<file path="src/rtl/f9pcap_pkg.sv">
// Shared types and helpers for the f9pcap transmit scheduler.
// Holds the scheduler state encoding and the round-robin pick function.
package f9pcap_pkg;

  localparam int IDX_WIDTH = 4;

  typedef enum logic [1:0] {IDLE, XFER, DROP, GAP} state_t;

  // Index of the first set bit of valid at or after ptr, wrapping modulo n.
  function automatic logic [IDX_WIDTH-1:0] rr_pick(input logic [15:0] valid,
                                                   input logic [IDX_WIDTH-1:0] ptr,
                                                   input int n);
    logic [IDX_WIDTH-1:0] pick;
    logic found;
    int j;
    pick  = '0;
    found = 1'b0;
    for (int i = 0; i < 16; i++) begin
      if (i < n) begin
        j = int'(ptr) + i;
        if (j >= n) j = j - n;
        if (!found && valid[j[3:0]]) begin
          pick  = IDX_WIDTH'(j);
          found = 1'b1;
        end
      end
    end
    return pick;
  endfunction

endpackage

</file>
<file path="src/rtl/rr_priority_arbiter.sv">
// Combinational source pick (optional strict-priority source, else round-robin)
// plus the round-robin pointer, advanced past the source whose frame just ended.
module rr_priority_arbiter
  import f9pcap_pkg::*;
#(
  parameter int N_COUNT  = 3,
  parameter int PRIO_IDX = 2
) (
  input  logic                 clk,
  input  logic                 rst_n,
  input  logic [N_COUNT-1:0]   valid,
  input  logic                 advance,
  input  logic [IDX_WIDTH-1:0] grant,
  output logic [IDX_WIDTH-1:0] pick
);

  localparam bit PRIO_EN   = (PRIO_IDX >= 0);
  localparam int PRIO_SAFE = PRIO_EN ? PRIO_IDX : 0;

  logic [IDX_WIDTH-1:0] rr_ptr;
  logic [15:0]          valid_ext;

  assign valid_ext = 16'(valid);

  always_comb begin
    pick = rr_pick(valid_ext, rr_ptr, N_COUNT);
    if (PRIO_EN && valid_ext[PRIO_SAFE]) pick = IDX_WIDTH'(PRIO_SAFE);
  end

  // The pointer moves past the finishing source even when it was the priority one.
  always_ff @(posedge clk or negedge rst_n) begin
    if (!rst_n) begin
      rr_ptr <= '0;
    end else if (advance) begin
      rr_ptr <= (grant >= IDX_WIDTH'(N_COUNT - 1)) ? '0 : grant + 1'b1;
    end
  end

endmodule

</file>
<file path="src/rtl/f9pcap_tx_scheduler.sv">
// Frame-level scheduler sharing one TEMAC transmit stream between N sources,
// with link gating, programmable inter-frame gap and runaway-frame truncation.
module f9pcap_tx_scheduler
  import f9pcap_pkg::*;
#(
  parameter int N_COUNT         = 3,
  parameter int DATA_WIDTH      = 8,
  parameter int PRIO_IDX        = 2,
  parameter int GAP_WIDTH       = 16,
  parameter int MAX_FRAME_BYTES = 1600,
  parameter int CNT_WIDTH       = 32
) (
  input  logic                            clk_in,
  input  logic                            rst_n_in,
  input  logic [N_COUNT-1:0]              n_valid_in,
  output logic [N_COUNT-1:0]              n_ready_out,
  input  logic [N_COUNT*DATA_WIDTH-1:0]   n_data_in,
  input  logic [N_COUNT-1:0]              n_last_in,
  output logic                            o_valid_out,
  input  logic                            o_ready_in,
  output logic [DATA_WIDTH-1:0]           o_data_out,
  output logic                            o_last_out,
  input  logic                            link_ready_in,
  input  logic [GAP_WIDTH-1:0]            gap_cfg_in,
  output logic [3:0]                      grant_idx_out,
  output logic                            busy_out,
  output logic [CNT_WIDTH-1:0]            frames_sent_out,
  output logic [CNT_WIDTH-1:0]            frames_trunc_out
);

  localparam int BEAT_WIDTH = $clog2(MAX_FRAME_BYTES + 1);

  state_t                  state, state_nxt;
  logic [IDX_WIDTH-1:0]    grant_idx;
  logic [IDX_WIDTH-1:0]    pick;
  logic [BEAT_WIDTH-1:0]   beat_cnt;
  logic [GAP_WIDTH-1:0]    gap_cnt;
  logic [CNT_WIDTH-1:0]    frames_sent;
  logic [CNT_WIDTH-1:0]    frames_trunc;
  logic [N_COUNT-1:0]      grant_oh;
  logic                    g_valid;
  logic                    g_last;
  logic [DATA_WIDTH-1:0]   g_data;
  logic                    force_last;
  logic                    frame_end;

  rr_priority_arbiter #(
    .N_COUNT  (N_COUNT),
    .PRIO_IDX (PRIO_IDX)
  ) u_arbiter (
    .clk     (clk_in),
    .rst_n   (rst_n_in),
    .valid   (n_valid_in),
    .advance (frame_end),
    .grant   (grant_idx),
    .pick    (pick)
  );

  always_comb begin
    grant_oh = '0;
    g_valid  = 1'b0;
    g_last   = 1'b0;
    g_data   = '0;
    for (int i = 0; i < N_COUNT; i++) begin
      if (grant_idx == IDX_WIDTH'(i)) begin
        grant_oh[i] = 1'b1;
        g_valid     = n_valid_in[i];
        g_last      = n_last_in[i];
        g_data      = n_data_in[i*DATA_WIDTH +: DATA_WIDTH];
      end
    end
  end

  assign force_last = (beat_cnt == BEAT_WIDTH'(MAX_FRAME_BYTES - 1));
  assign frame_end  = (state == XFER) && o_valid_out && o_ready_in && o_last_out;

  always_ff @(posedge clk_in or negedge rst_n_in) begin
    if (!rst_n_in) state <= IDLE;
    else           state <= state_nxt;
  end

  // o_valid_out depends only on the registered grant and source valid, never on o_ready_in.
  always_comb begin
    state_nxt   = state;
    n_ready_out = '0;
    o_valid_out = 1'b0;
    o_data_out  = '0;
    o_last_out  = 1'b0;
    case (state)
      IDLE: begin
        if (link_ready_in && (|n_valid_in)) state_nxt = XFER;
      end
      XFER: begin
        o_valid_out = g_valid;
        o_data_out  = g_data;
        o_last_out  = g_last | force_last;
        n_ready_out = grant_oh & {N_COUNT{o_ready_in}};
        if (o_valid_out && o_ready_in && o_last_out) begin
          if (!g_last)               state_nxt = DROP;
          else if (gap_cfg_in == '0) state_nxt = IDLE;
          else                       state_nxt = GAP;
        end
      end
      DROP: begin
        n_ready_out = grant_oh;
        if (g_valid && g_last) state_nxt = (gap_cnt == '0) ? IDLE : GAP;
      end
      GAP: begin
        if (gap_cnt <= GAP_WIDTH'(1)) state_nxt = IDLE;
      end
      default: state_nxt = IDLE;
    endcase
  end

  // Gap is sampled at frame end and held through DROP, so later cfg changes cannot stretch it.
  always_ff @(posedge clk_in or negedge rst_n_in) begin
    if (!rst_n_in) begin
      grant_idx    <= '0;
      beat_cnt     <= '0;
      gap_cnt      <= '0;
      frames_sent  <= '0;
      frames_trunc <= '0;
    end else begin
      if (state == IDLE && state_nxt == XFER) begin
        grant_idx <= pick;
        beat_cnt  <= '0;
      end
      if (state == XFER && o_valid_out && o_ready_in) begin
        beat_cnt <= frame_end ? '0 : beat_cnt + BEAT_WIDTH'(1);
      end
      if (frame_end) begin
        gap_cnt <= gap_cfg_in;
        if (frames_sent != '1) frames_sent <= frames_sent + 1'b1;
        if (!g_last && frames_trunc != '1) frames_trunc <= frames_trunc + 1'b1;
      end else if (state == GAP) begin
        gap_cnt <= gap_cnt - 1'b1;
      end
    end
  end

  assign grant_idx_out    = grant_idx;
  assign busy_out         = (state != IDLE);
  assign frames_sent_out  = frames_sent;
  assign frames_trunc_out = frames_trunc;

endmodule

</file>
<file path="config.mk">
export PLATFORM = sky130hd
export DESIGN_NAME = f9pcap_tx_scheduler
export DESIGN_NICKNAME = d
export VERILOG_FILES = /design/src/rtl/f9pcap_pkg.sv /design/src/rtl/rr_priority_arbiter.sv /design/src/rtl/f9pcap_tx_scheduler.sv
export SDC_FILE = /design/constraint.sdc
export NUM_CORES = 1
export LEC_CHECK = 0
export CORE_UTILIZATION = 56
export DETAILED_ROUTE_END_ITERATION = 8
export MAX_ROUTING_LAYER = met4
export PLACE_DENSITY = 0.89
export SETUP_SLACK_MARGIN = 0.05
export SLEW_MARGIN = 20
export SYNTH_ARGS = -nofsm -noshare
export SYNTH_HDL_FRONTEND = slang
export SYNTH_SLANG_ARGS = --single-unit
</file>
<file path="constraint.sdc">
create_clock -name clk_in -period 4.8 [get_ports clk_in]
set_input_delay 1.2 -clock clk_in [delete_from_list [all_inputs] [get_ports clk_in]]
set_output_delay 1.2 -clock clk_in [all_outputs]
set_load 0.01 [all_outputs]
</file>
# --- Yosys cells after proc, flatten, opt, wreduce, memory -nomap -nowiden ---
# Cells that the tools add are included.
totals:
  regBits: 101
  in_bits: 50
  out_inout_bits: 82
classes:
  n_reduce_logical: 24
  n_addsub: 10
  mux: 45
  n_lt_le_gt_ge: 8
  eq_ne: 9
  n_bitwise: 2
op_table:
  columns: ["cell", "n"]
  rows:
  - ["$add 32x1->32 const B", 2]
  - ["$ne 32x32->1 const B", 2]
  - ["$mux 11", 3]
  - ["$logic_not 16->1", 2]
  - ["$mux 16", 2]
  - ["$mux 4", 8]
  - ["$mux 8", 4]
  - ["$le 16x1->1 const B", 1]
  - ["$mux 1", 16]
  - ["$sub 16x1->16 const B", 1]
  - ["$lt 4x5->1 const B", 3]
  - ["$mux 2", 7]
  - ["$bmux 1 s4", 3]
  - ["$add 11x1->11 const B", 1]
  - ["$eq 11x11->1 const B", 1]
  - ["$logic_and 1x1->1", 11]
  - ["$ge 5x2->1 const B", 2]
  - ["$ge 4x2->1 const B", 2]
  - ["$pmux 2 s4", 1]
  - ["$sub 4x3->4 const B", 2]
  - ["$pmux 3 s2", 1]
  - ["$reduce_bool 2->1", 3]
  - ["$add 4x1->5 const B", 1]
  - ["$add 4x2->5 const B", 1]
  - ["other kinds (13)", 18]

# --- Logic depth before layout (Yosys ltp) ---
# Gate-level depths: netlist of the first run.
logic_depth:
  word_depth: 12
  mapped_depth: 12
  depth_no_buf: 9

# --- Hierarchy ---
# A second synthesis of the first run with hierarchy kept.
unflattened:
  cells_unflattened: 665
  hier_area_um2: 6083.3
by_module_without_submodules:
  columns: ["mod", "cells_per_inst", "n_inst", "area_per_inst_um2"]
  rows:
  - ["f9pcap_tx_scheduler", 567, 1, 5371.4]
  - ["rr_priority_arbiter", 98, 1, 711.9]

# --- Least setup slack after synthesis of the first run ---
# OpenSTA, ideal clock, no wires.
synth_timing:
  kind: "reg-to-output"
  start: "register grant_idx[0], in the netlist grant_idx_out[0]"
  end: "output o_last_out"
  path_slack_ps: 1728
  stages_incl_launch_ff: 8
  arrival_ps: 1872
  path_cell_list: "dfrtp_1 -> inv_1 -> ha_1 -> or3b_1 -> buf_6 -> or2_4 -> a21bo_2 -> and2_1"
synth_between:
  elab_chain_len: 6
  word_cells_on_any_way: 8
synth_rtl:
  columns: ["item", "line", "source"]
  rows:
  - ["start, declared", "f9pcap_tx_scheduler.sv:34", "logic [IDX_WIDTH-1:0] grant_idx;"]
  - ["start signal, assigned", "f9pcap_tx_scheduler.sv:125", "grant_idx <= pick;"]
  - ["$logic_not 4->1", "f9pcap_tx_scheduler.sv:65", "if (grant_idx == IDX_WIDTH'(i)) begin"]
  - ["$mux 1 (2 in series)", "f9pcap_tx_scheduler.sv:65", null]
  - ["$mux 1 (*)", "f9pcap_tx_scheduler.sv:65", null]
  - ["$or 1x1->1 (*)", "f9pcap_tx_scheduler.sv:96", "o_last_out = g_last | force_last;"]
  - ["$mux 1 (*)", "f9pcap_tx_scheduler.sv:89", "case (state)"]
  - ["end, declared", "f9pcap_tx_scheduler.sv:22", "output logic o_last_out,"]
# Mark *: on every way between the ends. The rest lies on a longest branch, timed or not.

# --- Worst setup path after layout of the first run ---
# Ends and elaborated chain as after synthesis.

==> results of run 1 <==
==> worst max path at each step <==
stage | from | endpoint | slack, ns | cells past startpoint
after detailed placement | n_last_in[1] | o_last_out | 0.57 | 6
after CTS | grant_idx_out[0] | o_last_out | 0.48 | 7
final | grant_idx_out[0] | o_last_out | 0.47 | 7
after floorplan | grant_idx_out[0] | o_last_out | 1.73 | 7
after global routing | grant_idx_out[0] | o_last_out | 0.35 | 7
after global placement | n_last_in[1] | o_last_out | 0.61 | 6
==> kinds of logic (layout without fill, tap and decap cells) <==
group / Yosys count / in the layout / share of synthesized area
adders and majority gates: 20 / 20 / 0.0414
xor gates and xnor gates: 81 / 81 / 0.117
DFF: 101 / 101 / 0.418
AOI/OAI and AO/OA: 98 / 98 / 0.111
and+or+nand+nor: 283 / 283 / 0.262
muxes: 11 / 11 / 0.0188
buffers and inverters: 47 / 171 / 0.0323
==> Yosys cell counts, drive strengths merged, types with 10 or more instances <==
master / n / area (µm²)
a21oi: 20 / 100
inv: 21 / 78.8
o21ai: 28 / 140
nand2: 48 / 180
nor2: 63 / 244
xnor2: 47 / 412
ha: 20 / 250
and2: 15 / 96.4
nor3: 13 / 80.1
clkbuf: 20 / 75.1
nand4: 21 / 146
dfrtp: 101 / 2530
xor2: 34 / 298
and4: 10 / 87.6
nand3: 41 / 205
nor4: 14 / 130
and3: 26 / 163
==> per-layer routing <==
metal	routed length (µm)	vias up	track usage
met5	0	-	-
met4	533	0	0.149
met3	780	45	0.0313
met2	7970	239	0.485
met1	6300	2624	0.357
li1	-	2528	-
==> power by group <==
group / internal, mW / switching, mW
registers: 0.961 / 0.148
clock network: 0.350 / 0.307
logic: 0.657 / 0.782
total: 1.97 / 1.24
==> flip-flops by register name (all words and copies together), names as in the netlist <==
register	count
frames_sent_out	32
frames_trunc_out	32
gap_cnt	16
beat_cnt	11
grant_idx_out	4
u_arbiter.rr_ptr	4
state	2
==> per-stage QoR <==
stage / instance area, µm² / util / cells
after floorplan: 6050 / - / 641
after global placement: 7430 / 0.713 / 885
after detailed placement: 7430 / 0.713 / 885
after CTS: 7680 / 0.737 / 901
after global routing: 7680 / 0.737 / 901
final: 7680 / 0.737 / 901
==> worst max-delay path, stage by stage (launching register included) <==
cell and delay (ns):
dfrtp_1 0.42, inv_1 0.13, ha_1 0.45, or3b_1 0.57, or2_4 0.32, a21bo_2 0.23, and2_1 0.16, clkdlybuf4s50_1 0.47
==> final cells by class <==
type	instances	area share
Sequential cell	101	0.329
Clock inverter	7	0.0158
Tap cell	136	0.0222
Clock buffer	9	0.0161
Multi-Input combinational cell	493	0.433
Timing Repair Buffer	133	0.173
Inverter	22	0.0108
==> flow_summary.toml, run 1 <==
[cts]
hold_buffers = 0
cts_sinks = 101
cts_resized = 0
cts_root_buffer = "clkbuf_8"
ctsHtreeMaxLevel = 3
clkTransAtPathRegs_ns = 0.10
cts_setup_buffers = 0
clkLatencyLatePin_ns = 0.38
numCtsBuffers = 9
cts_buffer_depth = 2
tritoncts = "built"

[cells_and_area]
final_cell_mix = "clkdlybuf4s50_1, dfrtp_1, nor2_1"
syn2layout_area_growth_pct = 26.9
layout.nets = 830
drive_gt1_frac = 0.0562
antenna_cells = 0
fillers = 711
regArea_um2 = 2530
multi_input_area_um2 = 3330
layout_commonest_cell = "clkdlybuf4s50_1"

[sta]
fmax_ghz = 0.231
skew_ns = 0.0135
slew_headroom = 0.492
setup_viol = 0
layout_min_cycle_time_ns = 4.33
hold_slack_ns = 0.499
hold_viol_final = 0
finalWorstSetupSlack_ns = 0.470
slew_violations = 0
finalSetupTns_ns = 0
rsz0062_at_grt = "no"
finalCritPeriodShare = 0.902
worstMarginPinSlew_ns = 0.762

[setup_path]
reg2reg_slack_ns = 1.21
crit_type = "flip-flop to output pin"
worstPathArrival_ns = 3.13
crit_path_start_kind = "flip-flop"
end_kind = "output pin"
r2r_start = "grant_idx_out[0]"
path_max_fanout = 13
r2r-end = "frames_trunc_out[22]"
r2r_cells = 9
worstPathRequired_ns = 3.60

[floorplan]
die_x_um = 106
fp.coreArea_um2 = 10400
start_util = 0.581
die_area_um2 = 11200
num_rows = 37
ios = 132
die_h_um = 106

[yosys]
async_reset_ff_frac = 1.00
yosysSeqAreaShare = 0.418
synth-main-ff-cell = "dfrtp_1"
synthDistinctLibCells = 67
synth_edf_count = 0
synthCells = 641
yosys_warnings = 0
ys_seq_elements = 101
syn_area_per_cell_um2 = 9.44
syn_area_um2 = 6050
syn-num-nets = 711

[route]
vias_per_cell = 6.03
dr.pass1.iters = 8
final_antenna_net_count = 0
routedWlPerCell_um = 17.3
drt_wl_total_um = 15600
vias = 5436
drc = 0
first_iter_violations = 366

[power]
total_power_mw = 3.20
peakVddDrop_mv = 0.277
p_per_area_nw_per_um2 = 417
leakagePower_nw = 3.30

[global_route]
grt_pass1_vias = 5182
antenna_found_initial = 0
grt_max_degree = 83
grt_pass1_wl_um = 25300
globalRouteOverflowTotal = 0
grtUsageTotal = 0.292

[job]
cap_violations = 0

[min_path]
hp-start = "frames_sent_out[7]"
min_path_cells = 1
hold_class = "flip-flop to flip-flop"
hold_end = "frames_sent_out[7]"

[placement]
gp_congestion = 0.972
pre_cts_slack_ns = 0.574
io_buffers = 131
place_hpwl_um = 11500

[outcome]
outcome = "complete, no violations"
Note: power is estimated with default switching activity, not from simulation.
==> inputs of run 2 (changes only) <==
--- a/config.mk
+++ b/config.mk
@@ -9,7 +9,6 @@
 export DETAILED_ROUTE_END_ITERATION = 8
 export MAX_ROUTING_LAYER = met4
 export PLACE_DENSITY = 0.89
-export SETUP_SLACK_MARGIN = 0.05
 export SLEW_MARGIN = 20
 export SYNTH_ARGS = -nofsm -noshare
 export SYNTH_HDL_FRONTEND = slang
==> results of run 2 <==
No change in the layout: final DEF, timing and power equal those of run 1.
==> inputs of run 3 (changes only) <==
--- a/config.mk
+++ b/config.mk
@@ -5,10 +5,10 @@
 export SDC_FILE = /design/constraint.sdc
 export NUM_CORES = 1
 export LEC_CHECK = 0
-export CORE_UTILIZATION = 56
+export CORE_UTILIZATION = 32
 export DETAILED_ROUTE_END_ITERATION = 8
 export MAX_ROUTING_LAYER = met4
-export PLACE_DENSITY = 0.89
+export PLACE_DENSITY = 0.57
 export SLEW_MARGIN = 20
 export SYNTH_ARGS = -nofsm -noshare
 export SYNTH_HDL_FRONTEND = slang
==> constraint.sdc (replaced) <==
create_clock -name clk_in -period 4.8 [get_ports clk_in]
set_input_delay 1.2 -clock clk_in [delete_from_list [all_inputs] [get_ports clk_in]]
set_output_delay 1.2 -clock clk_in [all_outputs]
set_load 0.005 [all_outputs]
==> run 3 against run 2 <==
Compared with the run above: wire length shrank 0.62%; power up 0.90%; non-clock buffer count up 1; fmax up 2.8%; largest cell class unchanged; largest power group unchanged; register-to-register slack gained 0.12 ns; global-route usage down 12 points; via count is 3.4% lower; utilization fell by 31 points; cell count grew 10%.
==> flow_summary.toml, run 3 (synthesized netlist as in run 1, its figures left out) <==
[setup_path]
worstPathRequired_ns = 3.60
end_kind = "output pin"
crit_top_cell = "clkdlybuf4s50_1"
path_buf_inv = 2
worstPathArrival_ns = 3.01
crit_path_start_kind = "input pin"
slowest_stage = "clkdlybuf4s50_1"
crit_type = "input pin to output pin"
crit_family = "buffers and inverters"
path_max_fanout = 4
crit_chain = "clkdlybuf4s50_1 > a21oi_1 > o2bb2ai_1 > a21bo_2 > and2_1 > clkdlybuf4s50_1"
critPathMaxStageDelay_ns = 0.51

[cts]
cts_resized = 0
numCtsBuffers = 9
cts_setup_buffers = 0
tritoncts = "built"
clkLatencyLatePin_ns = 0.34
clkTransAtPathRegs_ns = 0.07
cts_buffer_depth = 2
cts_root_buffer = "clkbuf_16"
hold_buffers = 0
cts_sinks = 101
ctsHtreeMaxLevel = 3

[power]
leakagePower_nw = 3.33
total_power_mw = 3.23
p_per_area_nw_per_um2 = 412
peakVddDrop_mv = 0.194

[cells_and_area]
layout_commonest_cell = "clkdlybuf4s50_1"
syn2layout_area_growth_pct = 29.8
fin_util = 0.430
antenna_cells = 0
final_cell_mix = "clkdlybuf4s50_1, dfrtp_1, nor2_1"
drive_gt1_frac = 0.0574
layout.nets = 831

[sta]
layout_min_cycle_time_ns = 4.21
fmax_ghz = 0.237
skew_ns = 0.00529
hold_viol_final = 0
finalSetupTns_ns = 0
finalCritPeriodShare = 0.878
worstMarginPinSlew_ns = 0.886
slew_headroom = 0.410
setup_viol = 0
rsz0062_at_grt = "no"
slew_violations = 0

[route]
drc = 0
final_antenna_net_count = 0
first_iter_violations = 299
drt_wl_total_um = 15500
vias = 5251
vias_per_cell = 5.28
routedWlPerCell_um = 15.6
dr.pass1.iters = 6

[outcome]
outcome = "complete, no violations"

[global_route]
grt_max_degree = 68
grt_pass1_wl_um = 26000
globalRouteOverflowTotal = 0
grt_pass1_vias = 5204
antenna_found_initial = 0
grtUsageTotal = 0.169

[floorplan]
die_x_um = 139
num_rows = 49
ios = 132
die_h_um = 139
fp.coreArea_um2 = 18300
start_util = 0.331
die_area_um2 = 19500

[placement]
place_hpwl_um = 11600
gp_congestion = 0.835
io_buffers = 131

[job]
cap_violations = 0

[min_path]
hold_class = "flip-flop to flip-flop"
run 3: power breakdown:
part / switching [mW] / internal (mW) / total (mW)
Clock: 0.323 / 0.397 / 0.720
Combinational: 0.750 / 0.659 / 1.41
Sequential: 0.143 / 0.962 / 1.10
Total: 1.22 / 2.02 / 3.23
run 3: path summary, 6_finish.rpt:
kind / start / end / slack (ns) / depth (start not counted)
min reg2reg: frames_trunc_out[7] / frames_trunc_out[7] / 0.49 / 1
max: n_last_in[1] / o_last_out / 0.59 / 6
max in group asynchronous: rst_n_in / frames_sent_out[9] / 2.79 / 2
max reg2reg: grant_idx_out[1] / frames_trunc_out[26] / 1.33 / 9
min in group asynchronous: rst_n_in / frames_sent_out[23] / 0.95 / 1
min: frames_trunc_out[7] / frames_trunc_out[7] / 0.49 / 1
run 3: through the flow:
stage | hold slack [ns] | cell area, µm² | instances | setup WS, ns
after detailed placement | 0.472 | 7550 | 979 | 0.587
after global placement | 0.458 | 7550 | 979 | 0.595
after floorplan | 0.438 | 6050 | 641 | 1.77
after CTS | 0.486 | 7850 | 995 | 0.584
after global routing | 0.511 | 7850 | 995 | 0.446
final | 0.488 | 7850 | 995 | 0.587
run 3: routing by layer:
layer	track usage	share of wire	vias up
met5	-	0	-
met4	0.0538	0.013	0
met3	0.0248	0.039	10
met2	0.276	0.48	129
met1	0.215	0.47	2586
li1	-	-	2526
run 3: cell type report:
| type | count | area [µm²] |
|---|---|---|
| Multi-Input combinational cell | 493 | 3330 |
| Tap cell | 229 | 287 |
| Sequential cell | 101 | 2530 |
| Timing Repair Buffer | 134 | 1330 |
| Fill cell | 1778 | 10400 |
| Clock inverter | 4 | 30.0 |
| Inverter | 22 | 82.6 |
| Clock buffer | 12 | 267 |
